## src/rtl/mem_pkg.sv

```systemverilog
// rtl/mem_pkg.sv - shared constants for the cached MEM stage
package mem_pkg;

   localparam int DEF_DATA_W = 32;
   localparam int DEF_ADDR_W = 22;
   localparam int DEF_IDX_W  = 4;

   localparam logic [2:0] BR_NEQ    = 3'b000;
   localparam logic [2:0] BR_EQ     = 3'b001;
   localparam logic [2:0] BR_GT     = 3'b010;
   localparam logic [2:0] BR_LT     = 3'b011;
   localparam logic [2:0] BR_GTE    = 3'b100;
   localparam logic [2:0] BR_LTE    = 3'b101;
   localparam logic [2:0] BR_OVFL   = 3'b110;
   localparam logic [2:0] BR_UNCOND = 3'b111;

   localparam logic [1:0] ST_IDLE  = 2'd0;
   localparam logic [1:0] ST_FILL  = 2'd1;
   localparam logic [1:0] ST_WRITE = 2'd2;

   function automatic logic branch_eval(input logic [2:0] cond,
                                        input logic z,
                                        input logic n,
                                        input logic v);
      logic taken;
      taken = 1'b0;
      case (cond)
         BR_NEQ:    taken = !z;
         BR_EQ:     taken = z;
         BR_GT:     taken = !z && !n;
         BR_LT:     taken = n;
         BR_GTE:    taken = !n;
         BR_LTE:    taken = n || z;
         BR_OVFL:   taken = v;
         default:   taken = 1'b1;
      endcase
      return taken;
   endfunction

endpackage

```

## src/rtl/mem_cache_array.sv

```systemverilog
// rtl/mem_cache_array.sv - direct-mapped valid/tag/data store with one write port
module mem_cache_array
   import mem_pkg::*;
#(
   parameter int DATA_W = DEF_DATA_W,
   parameter int IDX_W  = DEF_IDX_W,
   parameter int TAG_W  = DEF_ADDR_W - DEF_IDX_W
) (
   input  logic              clk,
   input  logic              rst_n,
   input  logic [IDX_W-1:0]  rd_idx,
   input  logic [TAG_W-1:0]  rd_tag,
   output logic [DATA_W-1:0] rd_data,
   output logic              hit,
   input  logic              wr_en,
   input  logic [IDX_W-1:0]  wr_idx,
   input  logic [TAG_W-1:0]  wr_tag,
   input  logic [DATA_W-1:0] wr_data
);

   localparam int LINES = 1 << IDX_W;

   logic [LINES-1:0]  valid;
   logic [TAG_W-1:0]  tag_arr  [LINES];
   logic [DATA_W-1:0] data_arr [LINES];

   // Only valid bits are reset; stale tag/data is masked by valid.
   always_ff @(posedge clk or negedge rst_n) begin
      if (!rst_n) begin
         valid <= '0;
      end else if (wr_en) begin
         valid[wr_idx] <= 1'b1;
      end
   end

   always_ff @(posedge clk) begin
      if (wr_en) begin
         tag_arr[wr_idx]  <= wr_tag;
         data_arr[wr_idx] <= wr_data;
      end
   end

   assign hit     = valid[rd_idx] && (tag_arr[rd_idx] == rd_tag);
   assign rd_data = data_arr[rd_idx];

endmodule

```

## src/rtl/mem_stage_cache.sv

```systemverilog
// rtl/mem_stage_cache.sv - MEM stage with write-through direct-mapped data cache
module mem_stage_cache
   import mem_pkg::*;
#(
   parameter int DATA_W = DEF_DATA_W,
   parameter int ADDR_W = DEF_ADDR_W,
   parameter int IDX_W  = DEF_IDX_W
) (
   input  logic              clk,
   input  logic              rst_n,
   input  logic              re,
   input  logic              we,
   input  logic [ADDR_W-1:0] addr,
   input  logic [DATA_W-1:0] mem_data,
   input  logic [DATA_W-1:0] ALU_result,
   input  logic [DATA_W-1:0] sprite_data,
   input  logic              sprite_ALU_select,
   input  logic              flag_ov,
   input  logic              flag_neg,
   input  logic              flag_zero,
   input  logic [2:0]        branch_condition,
   output logic              bm_req,
   output logic              bm_we,
   output logic [ADDR_W-1:0] bm_addr,
   output logic [DATA_W-1:0] bm_wdata,
   input  logic              bm_ack,
   input  logic [DATA_W-1:0] bm_rdata,
   output logic              stall,
   output logic [DATA_W-1:0] mem_result,
   output logic              cache_hit,
   output logic [DATA_W-1:0] sprite_ALU_result,
   output logic              branch_taken
);

   localparam int TAG_W = ADDR_W - IDX_W;

   logic [1:0]        state;
   logic              wr_hit;
   logic              hit;
   logic [DATA_W-1:0] rd_data;
   logic [ADDR_W-1:0] look_addr;
   logic              arr_wr_en;
   logic [DATA_W-1:0] arr_wr_data;
   logic              ack_fill;
   logic              ack_write;

   // Upstream holds addr while stalled, but bm_addr is the authoritative copy.
   assign look_addr   = (state == ST_IDLE) ? addr : bm_addr;
   assign ack_fill    = (state == ST_FILL)  && bm_ack;
   assign ack_write   = (state == ST_WRITE) && bm_ack;
   assign arr_wr_en   = ack_fill || (ack_write && wr_hit);
   assign arr_wr_data = ack_fill ? bm_rdata : bm_wdata;

   mem_cache_array #(
      .DATA_W (DATA_W),
      .IDX_W  (IDX_W),
      .TAG_W  (TAG_W)
   ) u_array (
      .clk     (clk),
      .rst_n   (rst_n),
      .rd_idx  (look_addr[IDX_W-1:0]),
      .rd_tag  (look_addr[ADDR_W-1:IDX_W]),
      .rd_data (rd_data),
      .hit     (hit),
      .wr_en   (arr_wr_en),
      .wr_idx  (bm_addr[IDX_W-1:0]),
      .wr_tag  (bm_addr[ADDR_W-1:IDX_W]),
      .wr_data (arr_wr_data)
   );

   always_comb begin
      stall = 1'b0;
      case (state)
         ST_IDLE:  stall = we || (re && !hit);
         ST_FILL,
         ST_WRITE: stall = !bm_ack;
         default:  stall = 1'b0;
      endcase
   end

   always_ff @(posedge clk or negedge rst_n) begin
      if (!rst_n) begin
         state      <= ST_IDLE;
         wr_hit     <= 1'b0;
         bm_req     <= 1'b0;
         bm_we      <= 1'b0;
         bm_addr    <= '0;
         bm_wdata   <= '0;
         mem_result <= '0;
         cache_hit  <= 1'b0;
      end else begin
         case (state)
            ST_IDLE: begin
               if (we) begin
                  bm_req    <= 1'b1;
                  bm_we     <= 1'b1;
                  bm_addr   <= addr;
                  bm_wdata  <= mem_data;
                  cache_hit <= hit;
                  wr_hit    <= hit;
                  state     <= ST_WRITE;
               end else if (re && hit) begin
                  mem_result <= rd_data;
                  cache_hit  <= 1'b1;
               end else if (re) begin
                  bm_req  <= 1'b1;
                  bm_we   <= 1'b0;
                  bm_addr <= addr;
                  state   <= ST_FILL;
               end
            end
            ST_FILL: begin
               if (bm_ack) begin
                  bm_req     <= 1'b0;
                  mem_result <= bm_rdata;
                  cache_hit  <= 1'b0;
                  state      <= ST_IDLE;
               end
            end
            ST_WRITE: begin
               if (bm_ack) begin
                  bm_req <= 1'b0;
                  bm_we  <= 1'b0;
                  state  <= ST_IDLE;
               end
            end
            default: state <= ST_IDLE;
         endcase
      end
   end

   assign sprite_ALU_result = sprite_ALU_select ? sprite_data : ALU_result;
   assign branch_taken      = branch_eval(branch_condition, flag_zero, flag_neg, flag_ov);

endmodule
```

## config.mk

```make
export PLATFORM = sky130hd
export DESIGN_NAME = mem_stage_cache
export DESIGN_NICKNAME = d
export VERILOG_FILES = /design/src/rtl/mem_pkg.sv /design/src/rtl/mem_cache_array.sv /design/src/rtl/mem_stage_cache.sv
export SDC_FILE = /design/constraint.sdc
export NUM_CORES = 1
export LEC_CHECK = 0
export BUFFER_PORTS_ARGS = -buffer_cell sky130_fd_sc_hd__buf_4
export CORE_ASPECT_RATIO = 2
export CORE_MARGIN = 2
export CORE_UTILIZATION = 50
export DETAILED_ROUTE_END_ITERATION = 12
export PLACE_DENSITY = 0.67
export SLEW_MARGIN = 10
export SYNTH_ARGS = -nofsm -noshare
export SYNTH_HDL_FRONTEND = slang
export SYNTH_SLANG_ARGS = --single-unit
```

## constraint.sdc

```tcl
create_clock -name clk -period 6.55 [get_ports clk]
set_input_delay 1.965 -clock clk [delete_from_list [all_inputs] [get_ports clk]]
set_output_delay 1.965 -clock clk [all_outputs]
set_load 0.05 [all_outputs]
```

==> flow_summary.ini, run 1 <==
[status]
status = finished with violations
violations = setup timing

[pwr]
leakage_nw = 15.6
p_comb_share_pct = 43.1
powerDensity_nw_per_um2 = 505
total_power_mw = 22.6
internal_power_mw = 14.0
clkPwrFrac_pct = 20.7
seqPwrFrac_pct = 36.2
ir_drop_mv = 0.375
power.switching_mw = 8.56
p_sw_share_pct = 37.9

[setup_path]
critPathRequiredTime_ps = 4590
crit_start = addr[0]
regToRegStartpoint = state[1]
critPathCaptureType = output pin
worst_ep_arrival_time_ps = 4830
criticalPathCategory = in2out
crit_fanout = 7
critPathLaunchType = input port

[place]
dp_hpwl_um = 62300
portBuffers = 284
dp_cells = 3469
gp_congestion = 0.809
place_ws_ps = -661
place_area_um2 = 41800

[timing]
clock_skew_ps = 32.2
worstMarginPinSlew_ps = 1190
slew_headroom_pct = 20.3
whs_ps = 471
setup_tns_ps = -241
finalHoldViolations = 0
slew_viol_final = 0
max_freq_mhz = 147
fin_ws_ps = -241
layout_worst_path_cycle_share_pct = 104
period_minus_slack_ps = 6790
finalSetupViolCount = 1
rsz0062_at_grt = yes

[clock_network]
clock_path_buffers = 3
cts-buffers-inserted = 76
htree_levels = 3
cts.clk_slew.worst_paths_ps = 60
clk-insertion-delay-late_ps = 660
cts_root_buffer = clkbuf_16
cts.sinks = 908
cts_tree = yes

[synthesis]
ys_warn_count = 0
syn_area_um2 = 37900
ys_ff_latch = 908
synthDistinctLibCells = 59
synth_edf_count = 800
synth_most_common_cell = edfxtp_1
ys_top_cells_by_area = edfxtp_1, mux4_2, dfrtp_1
synth_flop_cell = edfxtp_1
avgSynthCellArea_um2 = 17.1
synth_top_cell_area_share_pct = 63.3
syn_inst = 2217
ys_seq_area_share_pct = 70.5
syn_nets = 2383
synth_top_cell_by_area = edfxtp_1
async_flop_share_pct = 11.9
synthTopCellsByCount = edfxtp_1, nand2_1, mux4_2, dfrtp_1, a21oi_1

[global_route]
antenna_found_initial = 3
grt_usage_pct = 27.7
grt_pass1_vias = 23599
grt_pass1_wl_um = 155000
grt_max_degree = 70
overflow = 0

[floorplan]
die-area_um2 = 78200
initial_utilization_pct = 50.6
core_um2 = 75000
num_io_pins = 285
die_x_um = 199
num_rows = 142
die_h_um = 394

[flow_run]
max_cap_violations = 0

[cells_and_area]
final_area_um2 = 44700
final_cells = 3623
drive_gt1_share_pct = 35.6
filler_cell_count = 5558
multi_input_area_um2 = 10600
area_growth_pct = 17.8
fin_util_pct = 59.6
seqCellArea_um2 = 26700
final_nets = 2719

[routing]
ant_nets = 0
via_count = 22979
first_pass_iters = 5
routed_wl_um = 107000
drc = 0
viasPerCell = 6.34
wl_per_cell_um = 29.5
drtIter0Drc = 2483

[hold_path]
hold_path.class = reg2reg
min_from = u_array.valid[4]
[worst max-delay path, stage by stage]
cell and delay [ps]:
buf_6 100, mux2_4 290, buf_12 160, buf_12 140
mux4_2 430, o22ai_2 200, nor2_1 90, xnor2_1 140
a311oi_2 330, buf_4 190, and4_4 240, a21oi_4 70
o31a_4 310, buf_8 160
[what timing repair did]
item                       CTS  global route
resized for setup           29             7
gates cloned                 1             0
setup endpoints to repair    1             1
hold buffers                 0             0
pin swaps                   22             9
buffers inserted            11             3
[layout by cell type (no fill, tap or decap), drive strengths merged, types with 5 or more instances in the layout]
cell      count
a21oi       107
a221oi        5
a22o          5
a311oi       65
a31o         32
and3         33
buf         417
bufinv        5
clkbuf      100
clkinv       22
clkinvlp      6
dfrtp       108
edfxtp      800
inv          35
mux2         80
mux2i        40
mux4        189
nand2       299
nand3        13
nand4         7
nor2         41
nor3         37
nor4         36
o2111ai      20
o211ai        5
o21ai         6
o22ai        12
o311ai       23
or2          16
xnor2         8
xor2          9
[registers in the layout, indices dropped and copies added, names as in the netlist, 2 cells and up]
signal and cells:
u_array.data_arr 512, bm_wdata 32, u_array.tag_arr 288, mem_result 32, u_array.valid 16, bm_addr 22
state 2
[metal layers]
| metal | up-vias | share of wire, % | global-route usage [%] |
|---|---|---|---|
| met2 | 1286 | 51 | 47.2 |
| met1 | 11924 | 36 | 34.9 |
| li1 | 9528 | - | - |
| met3 | 239 | 9.0 | 5.34 |
| met4 | 2 | 3.5 | 10.8 |
| met5 | - | 0.012 | 0 |
[power by group through the flow]
stage	logic [mW]	clock network [mW]	registers, mW
2_1_floorplan	5.51	0	8.91
3_3_place_gp	9.25	0	8.24
3_5_place_dp	9.42	0	8.29
4_1_cts	9.72	4.74	8.16
5_1_grt	10.4	4.95	8.24
6_report	9.74	4.67	8.17
[final timing paths]
path	to	slack [ps]	depth (start not counted)
worst min-delay path	u_array.valid[4]	470	1
max in group asynchronous	mem_result[13]	4070	2
worst min register to register	u_array.valid[4]	470	1
worst max-delay path	stall	-240	14
worst max register to register	bm_addr[17]	1600	17
min in group asynchronous	mem_result[7]	1340	1
[cell type report]
class                      count  share of cell area [%]
antenna                        1                 0.00560
inverter                      29                   0.244
multi-input combinational   1121                    23.7
clock inverter                39                   0.859
timing repair buffer         417                    7.73
sequential                   908                    59.8
clock buffer                 100                    4.87
tap                         1008                    2.82
[cell families (layout without fill, tap and decap cells)]
logic type,Yosys count,after routing,synth area share (%)
simple gates,493,493,5.80
buf+inv,188,585,2.49
other cells,0,1,0
xor+xnor,17,17,0.393
fa+ha+maj,4,4,0.132
flops,908,908,70.5
compound gates,298,298,6.07
mux,309,309,14.7
Power figures use the tool's default switching activity.
==> run 2: changes to the inputs <==
- CORE_ASPECT_RATIO: 2 -> 1.2
- SETUP_SLACK_MARGIN: default -> 0.3
==> flow_summary.ini, run 2 (synthesis gave the netlist of run 1 again) <==
[setup_path]
cp.depth = 14
critPathCaptureType = output pin
critPathLaunchType = input port
regToRegStartpoint = state[1]
cp_slowest_cell = mux4_2
crit_fanout = 5
worstRegToRegCells = 15
path_delay_family = multiplexers
slowest_delay_ps = 410
critPathBufInv = 5
path_common_cell = buf_8
cp_cell_sequence = buf_8 > mux2_4 > buf_12 > buf_6 > mux4_2 > nand2_1 > nand4_1 > xnor2_2 > nor4_2 > buf_4 > and4_4 > a21oi_4 > o31a_4 > buf_8
r2r-end = mem_result[22]
worst_ep_arrival_time_ps = 4730
critPathRequiredTime_ps = 4590
criticalPathCategory = in2out
r2r_slack_ps = 2000

[pwr]
p_comb_share_pct = 42.2
internal_power_mw = 14.2
clkPwrFrac_pct = 22.0
power.switching_mw = 8.52
seqPwrFrac_pct = 35.8
ir_drop_mv = 0.426
powerDensity_nw_per_um2 = 507
total_power_mw = 22.8
leakage_nw = 15.7
p_sw_share_pct = 37.5

[clock_network]
htree_levels = 3
cts_tree = yes
cts_root_buffer = clkbuf_16
clk-insertion-delay-late_ps = 650
cts-buffers-inserted = 90
cts.clk_slew.worst_paths_ps = 60
clock_path_buffers = 3
cts_hold_buf = 0
cts.sinks = 908

[status]
status = finished with violations
violations = antenna rules, setup timing

[cells_and_area]
fin_util_pct = 59.8
drive_gt1_share_pct = 34.9
area_growth_pct = 18.2
final_nets = 2725
largestRegisters = u_array.data_arr x512, u_array.tag_arr x288
regMostFlops = u_array.data_arr
largest_register_ffs = 512
layout_common_cells = edfxtp_1, buf_4, nand2_1
final_common_cell = edfxtp_1

[hold_path]
min_from = u_array.valid[15]
min_to = u_array.valid[15]
holdPathStages = 1
hold_path.class = reg2reg

[timing]
period_minus_slack_ps = 6700
layout_worst_path_cycle_share_pct = 102
fin_ws_ps = -148
finalHoldViolations = 0
slew_headroom_pct = 22.2
worstMarginPinSlew_ps = 1160
rsz0062_at_grt = yes
max_freq_mhz = 149
setup_tns_ps = -148
slew_viol_final = 0
clock_skew_ps = 25.6
finalSetupViolCount = 1

[routing]
routed_wl_um = 104000
drc = 0
viasPerCell = 6.31
ant_nets = 1
via_count = 23023
first_pass_iters = 5
drtIter0Drc = 2602
wl_per_cell_um = 28.6

[floorplan]
num_io_pins = 285
core_um2 = 75000
die_h_um = 306
die_x_um = 255
num_rows = 110
die-area_um2 = 78100
initial_utilization_pct = 50.6

[place]
gp_congestion = 0.867
dp_hpwl_um = 59900
portBuffers = 284

[flow_run]
max_cap_violations = 0

[global_route]
antenna_found_initial = 0
grt_max_degree = 103
grt_usage_pct = 26.7
grt_pass1_wl_um = 153000
grt_pass1_vias = 23187
overflow = 0
## run 2: routing by layer
layer | vias to the layer above | track usage [%] | part of all wire [%]
li1 | 9591 | - | -
met1 | 11996 | 37.2 | 40
met2 | 1237 | 43.5 | 49
met3 | 199 | 4.00 | 8.3
met4 | 0 | 8.97 | 2.8
met5 | - | 0 | 0
## run 2: worst max-delay path by stage
| stage | start | end |
|---|---|---|
| 2_1_floorplan | addr[0] | stall |
| 3_3_place_gp | addr[0] | stall |
| 3_5_place_dp | addr[0] | stall |
| 4_1_cts | addr[0] | stall |
| 5_1_grt | addr[0] | stall |
| 6_report | addr[0] | stall |
## run 2: area by class of cell
type                    count  area (µm²)
clock buffers             129        2460
flip-flops and latches    908       26700
repair buffers            409        3330
multi-input cells        1121       10600
inverters                  29         109
clock inverters            37         377
diodes                      5        12.5
fillers                  5520       30200
well taps                1008        1260
## run 2: power groups by stage
stage | Sequential [mW] | Combinational, mW | Clock [mW]
after floorplan | 8.91 | 5.51 | 0
after global routing | 8.23 | 10.2 | 5.31
final | 8.15 | 9.59 | 5.01
after global placement | 8.22 | 9.05 | 0
after detailed placement | 8.26 | 9.28 | 0
after CTS | 8.14 | 9.50 | 5.07
## run 2: through the flow
stage	hold WS [ps]	instances	instance area (µm²)	worst slack, ps
finish	466	3646	44800	-148
CTS	466	3634	44700	-173
detailed placement	452	3464	41700	-358
global route	488	3641	44800	-203
global placement	447	3464	41700	-382
floorplan	434	2217	38000	-39.1
## run 2: what timing repair did
| item | in CTS | in global routing |
|---|---|---|
| resized for setup | 15 | 10 |
| setup endpoints to repair | 1 | 1 |
| buffers inserted | 3 | 6 |
| gates cloned | 1 | 1 |
| hold endpoints to repair | 0 | 0 |
| pin swaps | 6 | 7 |
## run 2: worst reg2reg max path, cell delays in order (launching register included)
cell and delay (ps):
dfrtp_1 420, inv_1 160, ha_2 500, mux2_4 370, buf_16 220, mux4_2 520, o22a_1 210, o221ai_1 80
xor2_1 170, nor4_1 290, buf_4 180, and4_4 240, buf_4 110, buf_4 480, a311oi_1 220, nor3_1 260
